[src/rtl/ysyx_22050550_fetch_pkg.sv]
// Shared widths, reset PC and state encoding for the fetch sequencer.
// Optional watchdog is enabled by defining YSYX_22050550_FETCH_TIMEOUT_EN.
package ysyx_22050550_fetch_pkg;

   localparam int unsigned PC_BUS   = 64;
   localparam int unsigned INST_BUS = 32;

   localparam logic [63:0] RESET_PC_DEF = 64'h8000_0000;

   typedef enum logic [2:0] {
      ST_RESET = 3'd0,
      ST_REQ   = 3'd1,
      ST_VALID = 3'd2,
      ST_DROP  = 3'd3,
      ST_DRAIN = 3'd4,
      ST_HALT  = 3'd5
   } fetch_state_e;

endpackage

[src/rtl/ysyx_22050550_fetch_wdog.sv]
// Watchdog for an outstanding instruction-memory request. Counts cycles in
// which a request is pending and not acknowledged; fires on reaching LIMIT.
// Only instantiated when YSYX_22050550_FETCH_TIMEOUT_EN is defined.
module ysyx_22050550_fetch_wdog #(
   parameter int unsigned LIMIT = 255
) (
   input  logic clk,
   input  logic rst,
   input  logic i_clr,
   input  logic i_cnt_en,
   output logic o_fire
);

   localparam int unsigned CW = $clog2(LIMIT + 1);

   logic [CW-1:0] r_cnt;
   logic [CW-1:0] w_base;
   logic [CW-1:0] w_next;

   // i_clr marks the first cycle of a new wait, so that cycle counts from zero
   assign w_base = i_clr ? '0 : r_cnt;
   assign w_next = w_base + CW'(1);
   assign o_fire = i_cnt_en && (w_next == CW'(LIMIT));

   // wait-cycle counter
   always_ff @(posedge clk or negedge rst) begin
      if (!rst) begin
         r_cnt <= '0;
      end else if (i_cnt_en) begin
         r_cnt <= w_next;
      end else begin
         r_cnt <= w_base;
      end
   end

endmodule

[src/rtl/ysyx_22050550_fetch_ctrl.sv]
// Fetch sequencer in front of IF/ID: owns the fetch PC, issues one memory
// read at a time, hands instructions to IF/ID, applies redirects and halt.
// Define YSYX_22050550_FETCH_TIMEOUT_EN to build the request watchdog.
//
// state    | meaning
// ---------+-------------------------------------------------------------
// RESET    | first cycle after reset release, no request yet
// REQ      | request for pc outstanding
// VALID    | instruction buffered, offered to IF/ID
// DROP     | stale request outstanding, its data will be discarded
// DRAIN    | stale request outstanding, halt once it completes
// HALT     | fetch stopped until reset
module ysyx_22050550_fetch_ctrl
   import ysyx_22050550_fetch_pkg::*;
#(
   parameter int unsigned PC_WIDTH       = PC_BUS,
   parameter int unsigned INST_WIDTH     = INST_BUS,
   parameter int unsigned TIMEOUT_CYCLES = 255,
   parameter logic [PC_WIDTH-1:0] RESET_PC = PC_WIDTH'(RESET_PC_DEF)
) (
   input  logic                  clk,
   input  logic                  rst,
   input  logic                  redirect_valid,
   input  logic [PC_WIDTH-1:0]   redirect_pc,
   input  logic                  halt_i,
   output logic                  mem_req,
   output logic [PC_WIDTH-1:0]   mem_addr,
   input  logic                  mem_ack,
   input  logic [INST_WIDTH-1:0] mem_rdata,
   output logic                  out_valid,
   input  logic                  out_ready,
   output logic [PC_WIDTH-1:0]   out_pc,
   output logic [INST_WIDTH-1:0] out_inst,
   output logic                  halted,
   output logic                  timeout_o
);

   fetch_state_e          r_state;
   logic [PC_WIDTH-1:0]   r_pc;
   logic [PC_WIDTH-1:0]   r_addr;
   logic                  r_mem_req;
   logic                  r_out_valid;
   logic [PC_WIDTH-1:0]   r_out_pc;
   logic [INST_WIDTH-1:0] r_out_inst;
   logic                  r_halted;
   logic                  w_fire;

   // r_addr differs from r_pc only while a stale request is being drained
   assign mem_req   = r_mem_req;
   assign mem_addr  = r_addr;
   assign out_valid = r_out_valid;
   assign out_pc    = r_out_pc;
   assign out_inst  = r_out_inst;
   assign halted    = r_halted;

`ifdef YSYX_22050550_FETCH_TIMEOUT_EN
   logic r_wd_clr;
   logic r_timeout;

   // flag the first cycle of every REQ/DROP/DRAIN visit so the watchdog restarts
   always_ff @(posedge clk or negedge rst) begin
      if (!rst) begin
         r_wd_clr <= 1'b0;
      end else begin
         unique case (r_state)
            ST_RESET: r_wd_clr <= 1'b1;
            ST_REQ:   r_wd_clr <= !w_fire && (halt_i ? !mem_ack : redirect_valid);
            ST_VALID: r_wd_clr <= !halt_i && (redirect_valid || out_ready);
            ST_DROP:  r_wd_clr <= !w_fire && (halt_i ? !mem_ack : mem_ack);
            default:  r_wd_clr <= 1'b0;
         endcase
      end
   end

   ysyx_22050550_fetch_wdog #(
      .LIMIT (TIMEOUT_CYCLES)
   ) u_wdog (
      .clk      (clk),
      .rst      (rst),
      .i_clr    (r_wd_clr),
      .i_cnt_en (r_mem_req && !mem_ack),
      .o_fire   (w_fire)
   );

   // sticky timeout flag
   always_ff @(posedge clk or negedge rst) begin
      if (!rst) begin
         r_timeout <= 1'b0;
      end else begin
         r_timeout <= r_timeout | w_fire;
      end
   end

   assign timeout_o = r_timeout;
`else
   assign w_fire    = 1'b0;
   assign timeout_o = 1'b0;
`endif

   // fetch sequencing FSM; halt beats redirect, redirect beats out_ready
   always_ff @(posedge clk or negedge rst) begin
      if (!rst) begin
         r_state     <= ST_RESET;
         r_pc        <= RESET_PC;
         r_addr      <= RESET_PC;
         r_mem_req   <= 1'b0;
         r_out_valid <= 1'b0;
         r_out_pc    <= '0;
         r_out_inst  <= '0;
         r_halted    <= 1'b0;
      end else begin
         unique case (r_state)
            ST_RESET: begin
               r_state   <= ST_REQ;
               r_mem_req <= 1'b1;
               r_addr    <= r_pc;
            end
            ST_REQ: begin
               if (w_fire) begin
                  r_state   <= ST_HALT;
                  r_mem_req <= 1'b0;
                  r_halted  <= 1'b1;
               end else if (halt_i) begin
                  if (mem_ack) begin
                     r_state   <= ST_HALT;
                     r_mem_req <= 1'b0;
                     r_halted  <= 1'b1;
                  end else begin
                     r_state <= ST_DRAIN;
                  end
               end else if (redirect_valid) begin
                  r_pc <= redirect_pc;
                  // with ack the old data is simply ignored and the new request starts at once
                  if (mem_ack) begin
                     r_addr <= redirect_pc;
                  end else begin
                     r_state <= ST_DROP;
                  end
               end else if (mem_ack) begin
                  r_state     <= ST_VALID;
                  r_mem_req   <= 1'b0;
                  r_out_valid <= 1'b1;
                  r_out_pc    <= r_pc;
                  r_out_inst  <= mem_rdata;
               end
            end
            ST_VALID: begin
               if (halt_i) begin
                  r_state     <= ST_HALT;
                  r_out_valid <= 1'b0;
                  r_halted    <= 1'b1;
               end else if (redirect_valid) begin
                  r_state     <= ST_REQ;
                  r_out_valid <= 1'b0;
                  r_mem_req   <= 1'b1;
                  r_pc        <= redirect_pc;
                  r_addr      <= redirect_pc;
               end else if (out_ready) begin
                  r_state     <= ST_REQ;
                  r_out_valid <= 1'b0;
                  r_mem_req   <= 1'b1;
                  r_pc        <= r_pc + PC_WIDTH'(4);
                  r_addr      <= r_pc + PC_WIDTH'(4);
               end
            end
            ST_DROP: begin
               if (w_fire) begin
                  r_state   <= ST_HALT;
                  r_mem_req <= 1'b0;
                  r_halted  <= 1'b1;
               end else if (halt_i) begin
                  if (mem_ack) begin
                     r_state   <= ST_HALT;
                     r_mem_req <= 1'b0;
                     r_halted  <= 1'b1;
                  end else begin
                     r_state <= ST_DRAIN;
                  end
               end else begin
                  if (redirect_valid) begin
                     r_pc <= redirect_pc;
                  end
                  if (mem_ack) begin
                     r_state <= ST_REQ;
                     r_addr  <= redirect_valid ? redirect_pc : r_pc;
                  end
               end
            end
            ST_DRAIN: begin
               if (w_fire || mem_ack) begin
                  r_state   <= ST_HALT;
                  r_mem_req <= 1'b0;
                  r_halted  <= 1'b1;
               end
            end
            ST_HALT: begin
               r_state <= ST_HALT;
            end
            default: begin
               r_state     <= ST_HALT;
               r_mem_req   <= 1'b0;
               r_out_valid <= 1'b0;
               r_halted    <= 1'b1;
            end
         endcase
      end
   end

endmodule

[config.mk]
export PLATFORM = sky130hd
export DESIGN_NAME = ysyx_22050550_fetch_ctrl
export DESIGN_NICKNAME = d
export VERILOG_FILES = /design/src/rtl/ysyx_22050550_fetch_pkg.sv /design/src/rtl/ysyx_22050550_fetch_wdog.sv /design/src/rtl/ysyx_22050550_fetch_ctrl.sv
export SDC_FILE = /design/constraint.sdc
export NUM_CORES = 1
export LEC_CHECK = 0
export CAP_MARGIN = 20
export CELL_PAD_IN_SITES_DETAIL_PLACEMENT = 0
export CELL_PAD_IN_SITES_GLOBAL_PLACEMENT = 2
export CORE_AREA = 3 3 226 228
export DETAILED_ROUTE_END_ITERATION = 8
export DIE_AREA = 0 0 229 231
export GPL_ROUTABILITY_DRIVEN = 0
export HOLD_SLACK_MARGIN = 0.15
export PLACE_DENSITY = 0.89
export SLEW_MARGIN = 20
export SYNTH_ARGS = -nofsm -noshare
export SYNTH_HDL_FRONTEND = slang
export SYNTH_HIERARCHICAL = 1
export SYNTH_SLANG_ARGS = --single-unit
[constraint.sdc]
create_clock -name clk -period 2.6 [get_ports clk]
set_input_delay 0.52 -clock clk [delete_from_list [all_inputs] [get_ports clk]]
set_output_delay 0.52 -clock clk [all_outputs]
set_load 0.02 [all_outputs]
### Word level (Yosys, flattened, before mapping)

Cells that the tools add are included.

| storage, ports and cells | value |
|---|---|
| bits in read-only memories | 0 |
| latch bits | 0 |
| logic and storage cells | 93 |
| memories kept | 0 |
| register bits after elaboration | 230 |
| output and inout bits | 164 |
| bits in writable memories | 0 |

| operators by class | value |
|---|---|
| shift-type cells | 0 |
| equal/unequal tests | 23 |
| bitwise operators | 5 |
| multiply operators | 0 |
| div/mod/pow operators | 0 |
| $lt $le $gt $ge | 0 |
| reductions and logical operators | 13 |
| add/subtract/negate cells | 1 |
| muxes and demuxes | 43 |

Operators by type and width:

| operator | number |
|---|---|
| 2-to-1 mux 64 bit | 10 |
| one-hot mux 64 bit (4 select lines) | 1 |
| one-hot mux 64 bit (2 select lines) | 1 |
| adder 64 x 3 -> 64 bit, second input constant | 1 |
| 2-to-1 mux 3 bit | 10 |
| != test 2 bit, second input constant | 11 |
| 2-to-1 mux 1 bit | 17 |
| one-hot mux 3 bit (5 select lines) | 1 |
| AND reduction 5 bit | 3 |
| != test 4 bit, second input constant | 3 |
| != test 3 bit, second input constant | 3 |
| AND reduction 4 bit | 2 |
| AND reduction 8 bit | 1 |
| equality test 3 x 2 -> 1 bit, second input constant | 2 |
| equality test 3 bit, second input constant | 2 |
| one-hot mux 1 bit (6 select lines) | 1 |
| NOT 1 bit | 5 |
| one-hot mux 1 bit (4 select lines) | 1 |
| nonzero test 4 bit | 1 |
| OR reduction 2 bit | 2 |
| OR reduction 4 bit | 1 |
| equality test 3 x 1 -> 1 bit, second input constant | 1 |
| zero test 3 bit | 1 |
| one-hot mux 1 bit (3 select lines) | 1 |
| other kinds (3) | 3 |

### Longest topological paths before layout

| depth | value |
|---|---|
| depth in word-level cells | 5 |
| depth in mapped cells | 9 |

### Least setup slack after synthesis

No wires, ideal clock.

| timing path | value |
|---|---|
| kind | register -> register |
| start point | reg r_pc[3] |
| end point | reg r_pc[48] |
| cell stages (with the launch flop) | 9 |
| slack | 6 ps |
| library setup time | 132 ps |
| arrival | 2462 ps |
| path buffers | 1 |
| clock period less this slack | 2594 ps |
| required time | 2468 ps |
| path through | dfrtp_1 > ha_1 > and4_1 > nand3_1 > or4_1 > buf_2 > o32a_1 > o21ai_1 > o31ai_1 |

| between the ends | value |
|---|---|
| longest elaborated chain between the ends | 5 |

Ends and longest elaborated chain:

| item | RTL line | RTL |
|---|---|---|
| start, declared | ysyx_22050550_fetch_ctrl.sv:39 | `logic [PC_WIDTH-1:0] r_pc;` |
| start signal, assigned | ysyx_22050550_fetch_ctrl.sv:132 | `r_pc <= redirect_pc;` |
| start signal, assigned | ysyx_22050550_fetch_ctrl.sv:156 | `r_pc <= redirect_pc;` |
| start signal, assigned | ysyx_22050550_fetch_ctrl.sv:162 | `r_pc <= r_pc + PC_WIDTH'(4);` |
| adder 64 x 3 -> 64 bit | ysyx_22050550_fetch_ctrl.sv:162 |  |
| 2-to-1 mux 64 bit | ysyx_22050550_fetch_ctrl.sv:158 | `end else if (out_ready) begin` |
| 2-to-1 mux 64 bit | ysyx_22050550_fetch_ctrl.sv:152 | `end else if (redirect_valid) begin` |
| 2-to-1 mux 64 bit | ysyx_22050550_fetch_ctrl.sv:148 | `if (halt_i) begin` |
| one-hot mux 64 bit (2 select lines) | ysyx_22050550_fetch_ctrl.sv:112 | `unique case (r_state)` |

Every way passes these cells. The select of a mux whose other input is x is not followed.
A chain may end at the register's enable or synchronous reset.

### Final worst setup path

| timing path | value |
|---|---|
| start point | reg r_pc[2] |
| end point | reg r_addr[62] (netlist: mem_addr[62]) |

| between the ends | value |
|---|---|
| longest elaborated chain between the ends | 5 |

Ends and longest elaborated chain:

| item | RTL line | RTL |
|---|---|---|
| adder 64 x 3 -> 64 bit | ysyx_22050550_fetch_ctrl.sv:163 | `r_addr <= r_pc + PC_WIDTH'(4);` |
| 2-to-1 mux 64 bit | ysyx_22050550_fetch_ctrl.sv:158 |  |
| 2-to-1 mux 64 bit | ysyx_22050550_fetch_ctrl.sv:152 |  |
| 2-to-1 mux 64 bit | ysyx_22050550_fetch_ctrl.sv:148 |  |
| one-hot mux 64 bit (4 select lines) | ysyx_22050550_fetch_ctrl.sv:112 |  |
| end signal, assigned | ysyx_22050550_fetch_ctrl.sv:116 | `r_addr <= r_pc;` |
| end signal, assigned | ysyx_22050550_fetch_ctrl.sv:157 | `r_addr <= redirect_pc;` |
| end signal, assigned | ysyx_22050550_fetch_ctrl.sv:163 |  |
| end, declared | ysyx_22050550_fetch_ctrl.sv:40 | `logic [PC_WIDTH-1:0] r_addr;` |

Every way passes these cells. The select of a mux whose other input is x is not followed.

==> impl_results.md <==
* Sequential element share of the synthesized area at between 40% and 50%
* Crit path cell chain: ha_2, buf_4, nand4_1, nor3_2, buf_4, nand4_1, buf_4, nor2_1, mux2_2, a221o_1
* Worst Hold Class: register to register
* Max-cap violations at 0
* Final Skew at between 0.02 and 0.03 ns
* Clock Tree Buf Depth at 3
* Critical path type: register to register
* Routed WL at 61500 microns
* Synth top area cells: dfrtp_1, mux2_2, o21ai_0, a21oi_1, nand2_1
* Final setup fails at 0
* Initial Util at between 20% and 30%
* DP Area at between 15000 and 20000 sq um
* First-pass GRT wire length at ~93000 microns
* Reg2Reg Depth at 10
* Crit end category: register
* Post-synth EDFFs at 0
* Ys flop type: dfrtp_1
* Share of post-route cells with drive strength above 1 at a little under a fifth
* Die area at approximately 53000 sq um
* Via Count at ~15000
* Overall power at 8440 uW
* Ports at around 270
* Row cnt at 81
* Placed insts at approximately 2600
* Worst setup SP type: register
* CTS tree: yes
* Skew-Pair Late Insertion Delay at approximately 0.57 ns
* HPWL after DPL at about 43000 microns
* Core area at 49100 sq um
* Slew Viols, Final at 0
* Max VDD drop at around 430 uV
* Crit path max fanout at 5
* Leak Pwr at a little over 0.008 uW
* Pin count of the biggest net entering global routing at between 80 and 90
* CTS Sinks at 230
* Number of global-route vias before repair at between 10000 and 15000
* Max Clk Rate at slightly below 0.4 GHz
* Bufs and invs on worst path at 3
* Nets at 2074
* GRT Total Usage at between 20% and 30%
* Crit share post-route at 97.4%
* Yosys top cell area share at between 40% and 50%
* First DRT Iteration DRCs at roughly 1500
* Async SR Flop Fraction at 100%
* Die X at ~230 microns
* Layout Cells excl Fill at roughly 2700
* Via/cell ratio at ~5.7
* Area Growth Syn to Fin at 38.7%
* Die Ht at between 200 and 250 microns
* DRC Markers at 0
* Yosys cell types at a little under 80
* Port Buffers at around 260
* Crit path time final at around 2.5 ns
* Avg Cell Area, Syn at about 8.6 sq um
* PwrDens at between 400 and 500 nW/um^2
* Initial antenna violation count at 4
* CTS buffer count at 28
* Critical path's slowest cell: dfrtp_1
* Storage element area at 5760 sq um
* Crit-path most repeated cell: buf_4
* Syn Nets at approximately 1800
* Fillers at 4930
* CP Depth at 10
* CP top delay family: simple AND/OR/NAND/NOR gates
* Remaining Overflow, GRT at 0
* Critical path data arrival time at approximately 3 ns
* Hold Path Depth at 2
* Run status: finished clean
* Seq cells post-synth at between 200 and 250
* Post-DR wirelength/cell at between 20 and 25 microns
* Setup TNS at 0 ns
* Fin util at 40.2%
* Initial DRT Pass Iterations at 8
* Remaining antenna violation count at 0
* Multi-input gate area at ~7800 sq um
* Yosys warning count at 6
* H-tree depth at 1
* Hold Fails Final Rpt at 0
* CP Data Required Time at a little over 3 ns
* CP peak stage delay at 0.36 ns
* Slew headroom at around 43%
* Leading area contributor after synthesis: dfrtp_1
* CTS clk-pin slew, worst paths at approximately 0.060 ns
* Syn Std Cell Area at between 10000 and 15000 sq um
* Syn Inst Count at between 1500 and 2000
* CTS root buf: clkbuf_16
* Design area at about 20000 sq um
* Worst Tran Pin Value at 0.849 ns
[routing by layer]
metal | part of all wire (%) | wire, microns | GRT usage (%)
met1 | 44 | 27100 | 31.0
met2 | 45 | 27500 | 35.3
met3 | 8.3 | 5080 | 4.36
met4 | 2.8 | 1710 | 6.65
met5 | 0.067 | 41 | 0
[power by group]
part	internal (uW)	total (uW)	leakage [uW]	switching, uW
combinational	319	693	0.00452	374
clock	2450	4110	0.000465	1650
sequential	3610	3640	0.00310	25.6
total	6390	8440	0.00809	2050
[Yosys cell counts (all sizes together), types with 13 or more instances]
library cell and count:
nand4 29, or3 17, dfrtp 228, a21oi 119
buf 46, o31ai 20, nor4 26, o21ai 210
xnor2 13, and3 14, a221o 16, mux2 92
nand2 153, o22ai 30, a22oi 26, nor3 44
nand3 45, clkbuf 137, nor2 119, a31oi 25
mux2i 41
[final timing paths]
path	from	endpoint	slack [ns]
setup / recovery	r_pc[2]	mem_addr[62]	0.07
setup reg to reg	r_pc[2]	mem_addr[62]	0.07
hold / removal	out_pc[58]	out_pc[58]	0.48
hold reg to reg	out_pc[58]	out_pc[58]	0.48
max in group asynchronous	rst	mem_addr[31]	1.27
min in group asynchronous	rst	out_inst[10]	0.52
[registers in the layout (all words and copies together), names as in the netlist, named ones only]
register	count
halted	1
mem_req	1
r_state	3
mem_addr	64
out_pc	64
out_valid	1
r_pc	62
out_inst	32
[cell families after synthesis]
kind of cell	count (synthesis)	share of synthesized area, %
AO/OA/AOI/OAI	573	25.1
multiplexers	133	10.2
AND/OR/NAND/NOR	496	17.1
XOR/XNOR	22	1.36
flip-flops	230	40.5
buffers and inverters	198	5.66
adder cells (fa/ha/maj)	1	0.0880
other	1	0.0264
[tightest hold or removal path: cells and delay by family (launching register included)]
| family | cells | cell delay [ns] |
|---|---|---|
| AO/OA/AOI/OAI | 1 | 0.06 |
| flip-flops | 1 | 0.34 |
| AND/OR/NAND/NOR | 1 | 0.04 |
[timing repair]
item	4_1_cts	5_1_grt
gates resized for setup	1	8
pin swaps	0	2
buffers inserted	0	2
endpoints found under the hold margin	59	0
setup endpoints to repair	1	20
hold buffers	1	0
[layout by cell type, fill, tap and decap left out, types with 13 or more instances in the layout]
cell	count
a21oi_1	118
a221o_1	16
a22oi_1	26
a31oi_1	25
and3_1	14
buf_12	14
buf_4	192
clkbuf_16	29
clkdlybuf4s50_1	262
dfrtp_1	226
mux2_2	92
mux2i_1	40
nand2_1	152
nand3_1	43
nand4_1	27
nor2_1	119
nor3_1	41
nor4_1	21
o21ai_0	203
o22ai_1	30
o31ai_1	20
or3_1	16
xnor2_1	13
[layout make-up]
cell class	instances	area share [%]
clock inverters	9	0.609
well taps	664	4.21
diodes	1	0.0127
flip-flops and latches	230	29.2
inverters	15	0.286
repair buffers	470	22.2
multi-input cells	1226	39.4
clock buffers	39	4.13
[through the flow]
step,setup WS (ns),hold slack (ns)
3_3_place_gp,-0.282,0.466
5_1_grt,-0.00236,0.499
4_1_cts,0.0211,0.487
2_1_floorplan,0.00583,0.224
6_report,0.0677,0.477
3_5_place_dp,-0.269,0.472
(Power assumes the default switching activity.)
